[config.mk]
export PLATFORM = sky130hd
export DESIGN_NAME = rr_bus_arbiter_4
export DESIGN_NICKNAME = d
export VERILOG_FILES = /design/src/rtl/rr_bus_arbiter_4.sv
export SDC_FILE = /design/constraint.sdc
export NUM_CORES = 1
export LEC_CHECK = 0
export BUFFER_PORTS_ARGS = -buffer_cell sky130_fd_sc_hd__buf_2
export CAP_MARGIN = 20
export CORE_UTILIZATION = 39
export CTS_CLUSTER_DIAMETER = 200
export DETAILED_ROUTE_END_ITERATION = 7
export PLACE_DENSITY = 0.8
export SLEW_MARGIN = 20
export SYNTH_ARGS = -nofsm -noshare
export SYNTH_HDL_FRONTEND = slang
export SYNTH_SLANG_ARGS = --single-unit
[constraint.sdc]
create_clock -name i_clk -period 4 [get_ports i_clk]
set_input_delay 0.8 -clock i_clk [delete_from_list [all_inputs] [get_ports i_clk]]
set_output_delay 0.8 -clock i_clk [all_outputs]
set_load 0.05 [all_outputs]
[src/rtl/rr_bus_arbiter_4.sv]
// rr_bus_arbiter_4
//   Four-way round-robin arbiter owning a 4:1 data mux. A grant lasts up to
//   MAX_BURST accepted beats. It is released early if the holder drops its
//   request. On release the next requester is picked in the same cycle, so
//   there are no dead cycles between bursts.
// Ports
//   i_clk, i_rst_n     clock (rising edge), async active-low reset
//   i_req[3:0]         per-requester valid (0=a, 1=b, 2=c, 3=d)
//   i_a..i_d           requester data
//   i_ready            downstream accepts the current beat
//   o_gnt[3:0]         one-hot grant, 0 when idle (registered)
//   o_sel[1:0]         mux select / granted index (registered)
//   o_data             mux output selected by o_sel
//   o_valid            beat on o_data is valid (never depends on i_ready)
//   o_busy             a grant is active (registered state)
module rr_bus_arbiter_4 #(
  parameter int DATA_W    = 8,
  parameter int MAX_BURST = 4
) (
  input  logic              i_clk,
  input  logic              i_rst_n,
  input  logic [3:0]        i_req,
  input  logic [DATA_W-1:0] i_a,
  input  logic [DATA_W-1:0] i_b,
  input  logic [DATA_W-1:0] i_c,
  input  logic [DATA_W-1:0] i_d,
  input  logic              i_ready,
  output logic [3:0]        o_gnt,
  output logic [1:0]        o_sel,
  output logic [DATA_W-1:0] o_data,
  output logic              o_valid,
  output logic              o_busy
);

  localparam int BW = $clog2(MAX_BURST + 1);

  typedef enum logic {IDLE = 1'b0, GRANT = 1'b1} state_t;

  state_t        state;
  logic [1:0]    last;
  logic [BW-1:0] beat;
  logic [1:0]    pick;
  logic          any_req;
  logic          xfer;
  logic          rel;

  // Scan from last+1 upward, wrapping. Iterating from the farthest offset
  // down to the nearest lets the nearest requester overwrite the others.
  // Offset 4 wraps to last itself, so the holder wins only when alone.
  always_comb begin
    pick = last;
    for (int k = 4; k >= 1; k--) begin
      if (i_req[last + 2'(k)]) pick = last + 2'(k);
    end
  end

  assign any_req = |i_req;
  assign o_busy  = (state == GRANT);
  assign o_valid = o_busy & i_req[o_sel];
  assign xfer    = o_valid & i_ready;
  assign rel     = o_busy & ((xfer & (beat == BW'(MAX_BURST - 1))) | ~i_req[o_sel]);

  always_comb begin
    case (o_sel)
      2'd0:    o_data = i_a;
      2'd1:    o_data = i_b;
      2'd2:    o_data = i_c;
      default: o_data = i_d;
    endcase
  end

  always_ff @(posedge i_clk or negedge i_rst_n) begin
    if (!i_rst_n) begin
      state <= IDLE;
      o_gnt <= 4'b0000;
      o_sel <= 2'd0;
      last  <= 2'd3;
      beat  <= '0;
    end else begin
      case (state)
        IDLE: begin
          if (any_req) begin
            state <= GRANT;
            o_sel <= pick;
            last  <= pick;
            o_gnt <= 4'b0001 << pick;
            beat  <= '0;
          end
        end
        GRANT: begin
          if (rel) begin
            if (any_req) begin
              // last == o_sel while granted, so pick already starts at o_sel+1
              o_sel <= pick;
              last  <= pick;
              o_gnt <= 4'b0001 << pick;
              beat  <= '0;
            end else begin
              state <= IDLE;
              o_gnt <= 4'b0000;
              beat  <= '0;
            end
          end else if (xfer) begin
            beat <= beat + 1'b1;
          end
        end
        default: state <= IDLE;
      endcase
    end
  end

endmodule

Yosys cells after proc, flatten, opt, wreduce, memory -nomap -nowiden
Index checks and enable logic that the tools add are counted.
{ "totals": {"reg_bits": 12, "inputBits": 39, "out_inout_bits": 16, "word_cells": 60} }
{ "op_classes": {"add_sub_neg": 4, "order_cmp": 4, "eq_ne": 6, "shift": 1, "n_mux": 29, "bitwise": 7, "n_reduce_logical": 4} }
{ "op_table": {"columns": ["cell", "n"], "rows": [
  ["8-bit one-hot mux with 3 select lines", 1],
  ["2-bit 2-to-1 mux", 7],
  ["2-bit by 3-bit less-than comparator with 1-bit output, second input constant", 4],
  ["4-bit 2-to-1 mux", 3],
  ["3-bit 2-to-1 mux", 3],
  ["1-bit binary-select mux with 2-bit select", 4],
  ["2-bit one-hot mux with 2 select lines", 2],
  ["4-bit one-hot mux with 2 select lines", 1],
  ["1-bit 2-to-1 mux", 6],
  ["3-bit one-hot mux with 2 select lines", 1],
  ["2-bit adder, second input constant", 2],
  ["1-bit bitwise AND", 4],
  ["2-bit AND reduction", 2],
  ["4-bit OR reduction", 1],
  ["1-bit by 2-bit << shifter with 4-bit output, first input constant", 1],
  ["3-bit by 1-bit adder with 3-bit output, second input constant", 1],
  ["3-bit by 2-bit == test with 1-bit output, second input constant", 1],
  ["3-bit by 1-bit inequality test with 1-bit output, second input constant", 1],
  ["2-bit by 1-bit adder with 2-bit output, second input constant", 1],
  ["2-bit by 1-bit == test with 1-bit output, second input constant", 1],
  ["2-bit == test, second input constant", 1],
  ["2-bit logical NOT", 1],
  ["2-bit by 1-bit inequality test with 1-bit output, second input constant", 1],
  ["2-bit inequality test, second input constant", 1],
  ["3 further kinds", 4]
]} }

Logic depth before layout (Yosys ltp)
{ "logic_depth": {"ltp_word": 10, "ltp_mapped": 6, "depth_no_buf": 6} }

Worst setup path before layout
OpenSTA, ideal clock, no wires.
{ "synth_path": {"kind": "register to output", "startpoint": "register o_sel[0]", "endpoint": "output o_data[0]", "arrival_time_ps": 1741, "t_required_ps": 3200, "setup_slack_ps": 1459, "path_stages_with_launch": 3, "path_buffers": 1, "path_cell_list": "dfrtp_1 buf_2 mux4_1"} }
{ "synth_via": {"elab_chain_cells": 2, "word_cells_on_any_way": 4} }
{ "synth_rtl": {"columns": ["element", "line", "text"], "rows": [
  ["start: declaration", "29", "output logic [1:0] o_sel,"],
  ["start signal: assignment", "84", "o_sel <= pick;"],
  ["start signal: assignment", "94", "o_sel <= pick;"],
  ["2-bit == test, or another cell as far along", "64", "case (o_sel)"],
  ["8-bit one-hot mux with 3 select lines (*)", "64", null],
  ["end: declaration", "30", "output logic [DATA_W-1:0] o_data,"]
]} }
Every way passes the cells marked *; elsewhere a longest branch is shown, timed or not.

Worst setup path after layout
{ "layout_path": {"startpoint": "register o_sel[1]", "endpoint": "output o_valid"} }
{ "layout_via": {"elab_chain_cells": 3} }
{ "layout_rtl": {"columns": ["element", "line", "text"], "rows": [
  ["1-bit binary-select mux with 2-bit select", "59", "assign o_valid = o_busy & i_req[o_sel];"],
  ["1-bit 2-to-1 mux (implied by the code)", "59", null],
  ["1-bit bitwise AND", "59", null],
  ["end: declaration", "31", "output logic o_valid,"]
]} }
Every way passes these cells. The select of a mux whose other input is x is not followed.

==> results.ini <==
[status]
outcome = finished, final reports clean

[yosys]
synth_top_family_by_area = multiplexers
synth_compound_area_share_pct = 14.5
syn-num-nets = 112
synth_area_um2 = 861
avgSynthCellArea_um2 = 12.1
synth_ff_type = dfrtp_1
synthXorXnorAreaFrac_pct = 0
yosysSeqAreaShare_pct = 35.2
synthCells = 71
synth-seq-cells = 12
yosys.cell_types.count = 29
async_reset_ff_share_pct = 100
synth.area.mux_share_pct = 30.8
synthSimpleGateAreaFrac_pct = 12.4
synth_edf_count = 0
synth_fa_ha_area_share_pct = 2.91
yosysWarnings = 0

[layout]
syn2layout_area_growth_pct = 36.6
layout_common_cells = buf_2, dfrtp_1, mux4_1, nand2_1, a21oi_1
drive_above_1_share_pct = 50.4
nets = 167
diodes = 0
mostFrequentLayoutCell = buf_2

[sta]
timing.fmax_mhz = 362
period_needed_ns = 2.76
finalCritPeriodShare_pct = 69.1
final.setup.tns_ns = 0
grt_setup_unrepaired = no
maxSlewHeadroom_pct = 58.5
final-max-slew-violation-count = 0
setup_ws_ns = 1.24
tightest_slew_ns = 0.617
skew_ns = 0.00286
setup_viol = 0
hold_violations = 0

[grt]
grt_start_max_net_pins = 13
grt_overflow = 0
grtUsageTotal_pct = 19.9
grt_pass1_vias = 794
antenna_found_initial = 0
grt_pass1_wl_um = 3640

[floorplanning]
dieWidth_um = 49.0
initial_core_util_pct = 42.6
dieArea_mm2 = 0.00240
die_h_um = 49.0
rows = 16
coreArea_mm2 = 0.00202
pin_count = 55

[setup_path]
crit_type = flip-flop to output port
cp-end-kind = output port
cp_cell_sequence = mux4_2 -> and2_2 -> buf_2
r2r-start = o_sel[1]$_DFFE_PN0P_
required_ns = 3.20
startpoint = o_sel[1]$_DFFE_PN0P_
cp_max_fo = 11
reg2reg_depth = 3
cp_slowest_cell = mux4_2
cp_data_arrival_time_ns = 1.96
start_kind = flip-flop
critical_path.max_stage_delay_ns = 0.65

[clocking]
cts_setup_buffers = 0
clkLatencyLatePin_ns = 0.27
ctsHoldBuffers = 0
cts_made_buffers = 3
clkTransAtPathRegs_ns = 0.08
root_buffer = clkbuf_4
cts.sinks = 12
cts_max_level = 1
cts_tree = yes
post_cts_resized = 0
max-clock-path-buffers = 2

[routing]
wl_per_cell_um = 14.4
drt_iter0_markers = 9
ant_nets = 0
first_pass_iters = 4
drc_errors = 0
viasPerCell = 5.34
wirelength_um = 2190
vias = 811

[power_and_ir_drop]
peakVddDrop_v = 0.000446
leakage_nw = 0.595
design_power_total_w = 0.000969
power_density_mw_per_mm2 = 824

[placed_design]
dp_slack_ns = 1.26
dp_hpwl_um = 1840
port_buffers = 54
gp_congestion = 0.751

[hold_path]
min_path_type = primary input to asynchronous set/reset pin

[run]
drv_cap = 0

[path summary, 6_finish.rpt]
path / to / slack [ns]
max in group asynchronous: last[1]$_DFFE_PN1P_ / 3.35
hold reg to reg: o_gnt[1]$_DFFE_PN0P_ / 0.48
setup reg to reg: o_sel[1]$_DFFE_PN0P_ / 2.01
setup / recovery: o_valid / 1.24
min in group i_clk: o_gnt[1]$_DFFE_PN0P_ / 0.48
hold / removal: o_gnt[2]$_DFFE_PN0P_ / 0.39
[layout make-up]
cell class	count	area, µm²
multi-input cells	52	522
well taps	27	33.8
fillers	182	846
clock buffers	4	36.3
repair buffers	54	270
inverters	3	11.3
flip-flops and latches	12	303
[cell usage after synthesis (2+ instances only)]
| cell type | count | share of area [%] |
|---|---|---|
| dfrtp_1 | 10 | 29 |
| mux4_1 | 8 | 24 |
| nand2_1 | 8 | 3.5 |
| a21oi_1 | 5 | 2.9 |
| inv_1 | 3 | 1.3 |
| nor2_1 | 3 | 1.3 |
| o21ai_0 | 3 | 1.7 |
| a32o_1 | 2 | 2.3 |
| buf_2 | 2 | 1.2 |
| dfstp_2 | 2 | 6.1 |
| ha_1 | 2 | 2.9 |
| mux2_1 | 2 | 2.6 |
| nand2b_1 | 2 | 1.5 |
| nor3_1 | 2 | 1.2 |
| o2bb2ai_1 | 2 | 2.0 |
| o31ai_1 | 2 | 1.7 |
[registers in the layout (all words and copies together) (netlist names)]
register / count
beat: 3
o_gnt: 4
last: 2
o_sel: 2
o_busy: 1
[metrics by stage]
stage	cell area (µm²)	hold WS, ns	utilization (%)	cells
after floorplan	861	0.450	-	71
after global placement	1140	0.464	56.4	148
after detailed placement	1140	0.465	56.4	148
after CTS	1180	0.392	58.2	152
after global routing	1180	0.398	58.2	152
final	1180	0.386	58.2	152
[layer usage]
layer	vias up	share of wire [%]	track usage, %
met5	-	0	0
met4	0	2.6	5.39
met3	4	4.1	5.30
met2	28	57	39.1
met1	389	36	20.3
li1	390	-	-
[logic make-up after synthesis]
kind of cell	count (synthesis)
muxes	12
and+or+nand+nor	21
DFF	12
buffers and inverters	7
AOI/OAI and AO/OA	17
adders and majority gates	2
[report_power, final]
group	internal, W	switching, W	total [W]	leakage [nW]
clock	0.0000553	0.0000417	0.0000970	0.0210
combinational	0.000212	0.000414	0.000626	0.428
sequential	0.000175	0.0000710	0.000246	0.146
total	0.000442	0.000527	0.000969	0.595
[critical path: cells and delay by family, from the launching register on]
family | cells | cell delay, ns
flops | 1 | 0.59
simple gates | 1 | 0.24
buf+inv | 1 | 0.21
mux | 1 | 0.65
No activity file was read; power rests on OpenSTA's default activity.
